[src/rtl/nines_eeprom_reader_if.sv]
// Request, EEPROM bus and byte-stream signals of the nines-complement EEPROM reader.
// The master modport is the reader itself. The slave modport is its environment: requester, EEPROM and consumer.
interface nines_eeprom_reader_if #(
  parameter int ADDR_W = 16,
  parameter int DATA_W = 8
);
  logic              start;
  logic [ADDR_W-1:0] base_addr;
  logic [ADDR_W-1:0] len;
  logic              busy;
  logic              done;

  logic [ADDR_W-1:0] rom_addr;
  logic              rom_cs_n;
  logic              rom_oe_n;
  logic [DATA_W-1:0] rom_data;

  logic [DATA_W-1:0] out_data;
  logic              out_valid;
  logic              out_ready;

  modport master (
    input  start, base_addr, len, rom_data, out_ready,
    output busy, done, rom_addr, rom_cs_n, rom_oe_n, out_data, out_valid
  );

  modport slave (
    output start, base_addr, len, rom_data, out_ready,
    input  busy, done, rom_addr, rom_cs_n, rom_oe_n, out_data, out_valid
  );
endinterface

[src/rtl/nines_eeprom_reader.sv]
// Reads a run of consecutive bytes from the nines-complement lookup EEPROM.
// Each byte is handed downstream over a valid/ready stream and held until the consumer accepts it.
module nines_eeprom_reader #(
  parameter int ADDR_W      = 16,
  parameter int DATA_W      = 8,
  parameter int WAIT_CYCLES = 2
) (
  input  logic                 clk,
  input  logic                 rst_n,
  nines_eeprom_reader_if.master bus
);

  typedef enum logic [2:0] {
    S_IDLE,
    S_SETUP,
    S_ACCESS,
    S_HOLD,
    S_DONE
  } state_t;

  localparam logic [3:0] WAIT_LOAD = 4'(WAIT_CYCLES - 1);

  state_t            r_state;
  logic [ADDR_W-1:0] r_addr;
  logic [ADDR_W-1:0] r_remaining;
  logic [3:0]        r_wait;
  logic              r_busy;
  logic              r_done;
  logic [ADDR_W-1:0] r_rom_addr;
  logic              r_rom_cs_n;
  logic              r_rom_oe_n;
  logic [DATA_W-1:0] r_out_data;
  logic              r_out_valid;

  logic              w_len_zero;
  logic              w_last_byte;
  logic              w_accept;
  logic [ADDR_W-1:0] w_next_addr;

  assign w_len_zero  = (bus.len == '0);
  assign w_last_byte = (r_remaining == ADDR_W'(1));
  assign w_accept    = r_out_valid && bus.out_ready;
  assign w_next_addr = r_addr + ADDR_W'(1);

  // The address wraps naturally at 2^ADDR_W. The strobes are registered, so reset forces them high at once.
  always_ff @(posedge clk or negedge rst_n) begin
    if (!rst_n) begin
      r_state     <= S_IDLE;
      r_addr      <= '0;
      r_remaining <= '0;
      r_wait      <= '0;
      r_busy      <= 1'b0;
      r_done      <= 1'b0;
      r_rom_addr  <= '0;
      r_rom_cs_n  <= 1'b1;
      r_rom_oe_n  <= 1'b1;
      r_out_data  <= '0;
      r_out_valid <= 1'b0;
    end else begin
      case (r_state)
        S_IDLE: begin
          r_done <= 1'b0;
          if (bus.start) begin
            r_addr      <= bus.base_addr;
            r_remaining <= bus.len;
            if (w_len_zero) begin
              r_state <= S_DONE;
              r_done  <= 1'b1;
            end else begin
              r_state    <= S_SETUP;
              r_busy     <= 1'b1;
              r_rom_addr <= bus.base_addr;
              r_rom_cs_n <= 1'b0;
              r_rom_oe_n <= 1'b1;
            end
          end
        end

        S_SETUP: begin
          r_state    <= S_ACCESS;
          r_rom_oe_n <= 1'b0;
          r_wait     <= WAIT_LOAD;
        end

        S_ACCESS: begin
          if (r_wait == '0) begin
            r_state     <= S_HOLD;
            r_out_data  <= bus.rom_data;
            r_out_valid <= 1'b1;
            r_rom_cs_n  <= 1'b1;
            r_rom_oe_n  <= 1'b1;
          end else begin
            r_wait <= r_wait - 4'd1;
          end
        end

        S_HOLD: begin
          if (w_accept) begin
            r_out_valid <= 1'b0;
            r_remaining <= r_remaining - ADDR_W'(1);
            if (w_last_byte) begin
              r_state <= S_DONE;
              r_busy  <= 1'b0;
              r_done  <= 1'b1;
            end else begin
              r_state    <= S_SETUP;
              r_addr     <= w_next_addr;
              r_rom_addr <= w_next_addr;
              r_rom_cs_n <= 1'b0;
            end
          end
        end

        S_DONE: begin
          r_state <= S_IDLE;
          r_done  <= 1'b0;
        end

        default: begin
          r_state     <= S_IDLE;
          r_busy      <= 1'b0;
          r_done      <= 1'b0;
          r_rom_cs_n  <= 1'b1;
          r_rom_oe_n  <= 1'b1;
          r_out_valid <= 1'b0;
        end
      endcase
    end
  end

  assign bus.busy      = r_busy;
  assign bus.done      = r_done;
  assign bus.rom_addr  = r_rom_addr;
  assign bus.rom_cs_n  = r_rom_cs_n;
  assign bus.rom_oe_n  = r_rom_oe_n;
  assign bus.out_data  = r_out_data;
  assign bus.out_valid = r_out_valid;

endmodule

[src/flat_wrapper.sv]
// flat-port wrapper written by rule: the top's interface ports become plain ports
module nines_eeprom_reader_flat 
#(
  parameter int ADDR_W      = 16,
  parameter int DATA_W      = 8,
  parameter int WAIT_CYCLES = 2
)
  (clk, rst_n, bus_start, bus_base_addr, bus_len, bus_rom_data, bus_out_ready, bus_busy, bus_done, bus_rom_addr, bus_rom_cs_n, bus_rom_oe_n, bus_out_data, bus_out_valid);
  nines_eeprom_reader_if #(.ADDR_W(ADDR_W), .DATA_W(DATA_W)) bus_i ();
  input  logic clk;
  input  logic rst_n;
  input wire logic [$bits(bus_i.start)-1:0] bus_start;
  input wire logic [$bits(bus_i.base_addr)-1:0] bus_base_addr;
  input wire logic [$bits(bus_i.len)-1:0] bus_len;
  input wire logic [$bits(bus_i.rom_data)-1:0] bus_rom_data;
  input wire logic [$bits(bus_i.out_ready)-1:0] bus_out_ready;
  output wire logic [$bits(bus_i.busy)-1:0] bus_busy;
  output wire logic [$bits(bus_i.done)-1:0] bus_done;
  output wire logic [$bits(bus_i.rom_addr)-1:0] bus_rom_addr;
  output wire logic [$bits(bus_i.rom_cs_n)-1:0] bus_rom_cs_n;
  output wire logic [$bits(bus_i.rom_oe_n)-1:0] bus_rom_oe_n;
  output wire logic [$bits(bus_i.out_data)-1:0] bus_out_data;
  output wire logic [$bits(bus_i.out_valid)-1:0] bus_out_valid;
  assign bus_i.start = bus_start;
  assign bus_i.base_addr = bus_base_addr;
  assign bus_i.len = bus_len;
  assign bus_i.rom_data = bus_rom_data;
  assign bus_i.out_ready = bus_out_ready;
  assign bus_busy = bus_i.busy;
  assign bus_done = bus_i.done;
  assign bus_rom_addr = bus_i.rom_addr;
  assign bus_rom_cs_n = bus_i.rom_cs_n;
  assign bus_rom_oe_n = bus_i.rom_oe_n;
  assign bus_out_data = bus_i.out_data;
  assign bus_out_valid = bus_i.out_valid;
  nines_eeprom_reader #(.ADDR_W(ADDR_W), .DATA_W(DATA_W), .WAIT_CYCLES(WAIT_CYCLES)) u_core (.clk(clk), .rst_n(rst_n), .bus(bus_i));
endmodule
[config.mk]
export PLATFORM = sky130hd
export DESIGN_NAME = nines_eeprom_reader_flat
export DESIGN_NICKNAME = d
export VERILOG_FILES = /design/src/rtl/nines_eeprom_reader_if.sv /design/src/rtl/nines_eeprom_reader.sv /design/src/flat_wrapper.sv
export SDC_FILE = /design/constraint.sdc
export NUM_CORES = 1
export LEC_CHECK = 0
export CORE_MARGIN = 3
export CORE_UTILIZATION = 35
export CTS_CLUSTER_DIAMETER = 30
export DETAILED_ROUTE_END_ITERATION = 6
export DONT_BUFFER_PORTS = 1
export PLACE_DENSITY_LB_ADDON = 0.08
export RECOVER_POWER = 50
export SKIP_LAST_GASP = 1
export SYNTH_ARGS = -nofsm -noshare
export SYNTH_HDL_FRONTEND = slang
export SYNTH_SLANG_ARGS = --single-unit
[constraint.sdc]
create_clock -name clk -period 6.39 [get_ports clk]
set_input_delay 1.278 -clock clk [delete_from_list [all_inputs] [get_ports clk]]
set_output_delay 1.278 -clock clk [all_outputs]
set_load 0.01 [all_outputs]
======== Yosys cells after proc, flatten, opt, wreduce, memory -nomap -nowiden ========
Index checks and enable logic that the tools add are counted.
word-level totals
  register bits ........................... 68
  bits of input ports ..................... 44
operators by class
  add/sub/neg operators ................... 3
  eq/ne operators ......................... 12
  multiplexer cells ....................... 37
  bitwise logic cells ..................... 5
  reductions and logical operators ........ 22
operator list
  kind                     count
  $mux W16                 7
  $pmux W16 S2             3
  $add A16 B1 Y16 const B  1
  $eq A16 B1 Y1 const B    1
  $logic_not A16 Y1        1
  $sub A16 B1 Y16 const B  1
  $mux W3                  5
  $mux W1                  14
  $pmux W3 S4              1
  $reduce_and A3 Y1        4
  $reduce_and A5 Y1        2
  $pmux W1 S3              3
  $ne A2 B2 Y1 const B     4
  $pmux W1 S4              2
  $pmux W4 S2              1
  $reduce_and A4 Y1        2
  $eq A3 B2 Y1 const B     2
  $ne A2 B1 Y1 const B     3
  $reduce_and A6 Y1        1
  $reduce_or A2 Y1         3
  $reduce_or A3 Y1         2
  $not A1 Y1               5
  $logic_not A4 Y1         1
  $mux W4                  1
  7 further kinds          9

======== Longest topological paths before layout ========
  word-level depth ........................ 4
  gate-level depth with buffers ........... 7
  depth with buffers taken out ............ 6

======== Worst setup path before layout ========
Ideal clock, no wire load.
  kind .................................... input-to-reg
  start point ............................. input port bus_start
  end point ............................... register u_core.r_rom_addr[0] (netlist: u_core.bus.rom_addr[0])
  setup time .............................. 125 ps
  arrival ................................. 2641 ps
  data required time ...................... 6265 ps
  setup slack ............................. 3624 ps
  cell stages on the path ................. 6
  path buffers ............................ 1
  cell sequence ........................... or3b_1 -> a21oi_2 -> o31ai_4 -> nor2_4 -> buf_6 -> mux2_4
on the way
  word-level cells in the longest chain between the ends .. 2
RTL lines
  what                         RTL line                    text
  from (decl)                  flat_wrapper.sv:12          input wire logic [$bits(bus_i.start)-1:0] bus_start;
  $ne A2 B2 Y1 (no line)       -
  $reduce_and A5 Y1 (no line)  -
  to (signal assigned)         nines_eeprom_reader.sv:72   r_rom_addr <= bus.base_addr;
  to (signal assigned)         nines_eeprom_reader.sv:108  r_rom_addr <= w_next_addr;
  to (decl)                    nines_eeprom_reader.sv:29   logic [ADDR_W-1:0] r_rom_addr;
Every way passes these cells.
A chain may end at the register's enable or synchronous reset.

======== Final worst setup path ========
  start point ............................. register u_core.r_state[0]
  end point ............................... register u_core.r_rom_addr[4] (netlist: u_core.bus.rom_addr[4])
on the way
  word-level cells in the longest chain between the ends .. 3
  elaborated cells on any way between the ends .. 9
  classes of those cells .................. eq/ne (5); mux (1); reduce/logical (3)
RTL lines
  what                                              RTL line                   text
  from (decl)                                       nines_eeprom_reader.sv:23  state_t r_state;
  from (signal assigned)                            nines_eeprom_reader.sv:48  r_state <= S_IDLE;
  from (signal assigned)                            nines_eeprom_reader.sv:67  r_state <= S_DONE;
  from (signal assigned)                            nines_eeprom_reader.sv:70  r_state <= S_SETUP;
  $eq A3 B2 Y1 or $logic_not A3 Y1 (tied branches)  nines_eeprom_reader.sv:60  case (r_state)
  $ne A2 B2 Y1 (no line) (tied with other cells)    -
  $reduce_and A5 Y1 (no line)                       -
Parallel ways exist; a longest one is shown, timed or not.

==> flow_metrics.env <==
export IMPL_status="finished, violations left"
export IMPL_violations="capacitance limit, slew limit"
export IMPL_clk_path_buf_depth=2
export IMPL_met3_length_um=474
export IMPL_min_from="u_core.r_wait[0]"
export IMPL_ctsHtreeMaxLevel=3
export IMPL_tns_ns=0
export IMPL_syn_to_final_growth_pct=8.60
export IMPL_cts_clk_slew_worst_paths_ns=0.08
export IMPL_yosysUniqueCellTypes=53
export IMPL_sw_frac_of_total=0.406
export IMPL_power_share_clock=0.192
export IMPL_rsz0062_at_grt="no"
export IMPL_combPwrFrac=0.380
export IMPL_cpLargestDelayFamily="simple AND/OR/NAND/NOR gates"
export IMPL_wl_met2_um=3900
export IMPL_max_stage_delay_ns=1.18
export IMPL_dr_pass1_iters=4
export IMPL_ant_nets=0
export IMPL_first_global_vias=2722
export IMPL_grt_total_usage=0.157
export IMPL_power_switching_uw=835
export IMPL_die_x_um=109
export IMPL_internal_power_uw=1220
export IMPL_hold_slack_ns=0.504
export IMPL_grt_antenna_before_repair=0
export IMPL_fin_crit_ns=3.40
export IMPL_cap_violations=1
export IMPL_port_buffers=0
export IMPL_maxSlewHeadroom=-0.349
export IMPL_synth_edf_count=0
export IMPL_vias=2745
export IMPL_syn_area_um2=3710
export IMPL_power_density_nw_per_um2=511
export IMPL_dp_cells=494
export IMPL_critical_path_required_ns=6.62
export IMPL_p_seq_frac=0.427
export IMPL_dr_first_iter_drc_count=132
export IMPL_hold_viol=0
export IMPL_initial_core_util=0.369
export IMPL_syn_area_per_cell_um2=9.86
export IMPL_synth_nets=425
export IMPL_drc=0
export IMPL_fin_cells=510
export IMPL_ys_seq_area_frac=0.460
export IMPL_core_um2=10000
export IMPL_path_class="reg2reg"
export IMPL_cts_setup_buffers=0
export IMPL_worst_pin_slew_ns=1.97
export IMPL_finalSetupViolations=0
export IMPL_r2r_start="u_core.r_state[0]"
export IMPL_dpl_hpwl_um=6030
export IMPL_path_cells="nor2b_1 -> nand2_2 -> o31ai_4 -> nor2_4 -> mux2_4"
export IMPL_numCtsBuffers=9
export IMPL_async_reset_ff_frac=1.00
export IMPL_clock_sinks=68
export IMPL_ioPinCount=73
export IMPL_clk_insertion_delay_late_ns=0.35
export IMPL_ys_flop_type="dfrtp_1"
export IMPL_cts_tree="built"
export IMPL_hp_class="reg2reg"
export IMPL_grt_max_degree=69
export IMPL_wl_met1_um=4320
export IMPL_grt_pass1_wl_um=14400
export IMPL_cts_repair_resized=0
export IMPL_critPathLaunchType="register"
export IMPL_r2r_slack_ns=2.99
export IMPL_fin_nets=421
export IMPL_via_per_inst=5.38
export IMPL_synth_warning_count=0
export IMPL_setup_slack_ns=2.99
export IMPL_syn_inst=376
export IMPL_ctsHoldBuffers=0
export IMPL_min_to="u_core.r_wait[0]"
export IMPL_final_max_slew_viol_count=9
export IMPL_antenna_cells=0
export IMPL_dp_slack_ns=2.91
export IMPL_cpMaxStageDelayCell="o31ai_4"
export IMPL_place_congestion=0.787
export IMPL_hold_depth=1
export IMPL_irDropWorstVdd_mv=0.214
export IMPL_post_route_period_util=0.531
export IMPL_ctsRootBufferMaster="clkbuf_8"
export IMPL_worstPathMaxFanout=55
export IMPL_drt_total_wl_um=8840
export IMPL_r2r_end="u_core.bus.rom_addr[4]"
export IMPL_dieArea_um2=11900
export IMPL_r2r_cells=5
export IMPL_synth_seq_cells=68
export IMPL_fin_skew_ns=0.0103
export IMPL_wl_per_cell_um=17.3
export IMPL_die_h_um=109
export IMPL_nFillCells=992
export IMPL_crit_buf_inv=0
export IMPL_cp_end_kind="register"
export IMPL_overflow=0
export IMPL_utilization=0.401
export IMPL_fmax_mhz=295
export IMPL_rows=36
export IMPL_arrival_ns=3.63
export IMPL_top_layer="met4"
export IMPL_p_leak_uw=0.00168
export IMPL_drive_gt1_frac=0.164
[cell families (layout without fill, tap and decap cells)]
kind of cell	Yosys count	after routing	synth area share
buffers and inverters	27	28	0.0310
AND/OR/NAND/NOR	129	129	0.171
XOR/XNOR	15	15	0.0354
adder cells (fa/ha/maj)	5	5	0.0169
flip-flops	68	68	0.460
AO/OA/AOI/OAI	94	94	0.163
multiplexers	38	38	0.123
[metal layers]
layer / vias to the layer above / global-route usage
li1: 1354 / -
met1: 1320 / 0.221
met2: 58 / 0.232
met3: 13 / 0.0462
met4: 0 / 0.0514
met5: - / 0
[flip-flops by register name (all words and copies together), names as in the netlist, 3 cells and up]
signal               count
u_core.r_addr           16
u_core.r_state           3
u_core.bus.out_data      8
u_core.bus.rom_addr     16
u_core.r_remaining      16
u_core.r_wait            4
[synthesized netlist by cell type, drive strengths merged, types with 4 or more instances]
master	instances	area [um2]
dfrtp	66	1650
nand2	42	158
o21ai	37	185
mux2	35	428
nor2	31	124
a21oi	21	109
nor3	17	90.1
clkbuf	13	48.8
nand3	12	60.1
inv	10	37.5
xor2	9	78.8
nand4	7	43.8
nor4	6	37.5
xnor2	6	52.6
ha	5	62.6
o2bb2ai	5	43.8
a22oi	4	30.0
buf	4	28.8
o31ai	4	43.8
[worst max-delay path by stage]
stage | startpoint | endpoint | slack [ns] | depth (start not counted)
after floorplan | bus_start | u_core.bus.rom_addr[0] | 3.62 | 6
after global placement | bus_start | u_core.bus.rom_addr[8] | 2.92 | 6
after detailed placement | bus_start | u_core.bus.rom_addr[9] | 2.91 | 6
after CTS | u_core.r_state[0] | u_core.bus.rom_addr[4] | 2.91 | 5
after global routing | u_core.r_state[0] | u_core.bus.rom_addr[4] | 2.69 | 5
final | u_core.r_state[0] | u_core.bus.rom_addr[4] | 2.99 | 5
[placed cells by master (no fill, tap or decap), drive strengths merged, types with 4 or more instances in the layout]
cell / netlist / layout
nand2: 42 / 42
a21oi: 21 / 21
o2bb2ai: 5 / 5
nor4: 6 / 6
o21ai: 37 / 37
nor3: 17 / 17
nand4: 7 / 7
clkbuf: 13 / 11
nand3: 12 / 12
xor2: 9 / 9
inv: 10 / 10
o31ai: 4 / 4
ha: 5 / 5
dfrtp: 66 / 66
mux2: 35 / 35
xnor2: 6 / 6
nor2: 31 / 31
a22oi: 4 / 4
[cell type report]
class / instances / area (um2) / share of cell area
clock buffer: 11 / 141 / 0.0351
clock inverter: 5 / 75.1 / 0.0186
timing repair buffer: 2 / 15.0 / 0.00373
sequential: 68 / 1700 / 0.423
multi-input combinational: 281 / 1890 / 0.469
tap: 133 / 166 / 0.0413
inverter: 10 / 37.5 / 0.00932
[stage by stage]
| stage | area (um2) | total power (uW) |
|---|---|---|
| 2_1_floorplan | 3710 | 1500 |
| 3_3_place_gp | 3820 | 1680 |
| 3_5_place_dp | 3820 | 1680 |
| 4_1_cts | 4030 | 2100 |
| 5_1_grt | 4030 | 2250 |
| 6_report | 4030 | 2060 |
[power by group through the flow]
stage	Combinational, uW	Sequential [uW]	Clock (uW)
CTS	801	881	413
detailed placement	797	887	0
finish	783	880	396
global route	903	919	428
global placement	788	889	0
floorplan	687	817	0
Note: power is estimated with default switching activity, not from simulation.
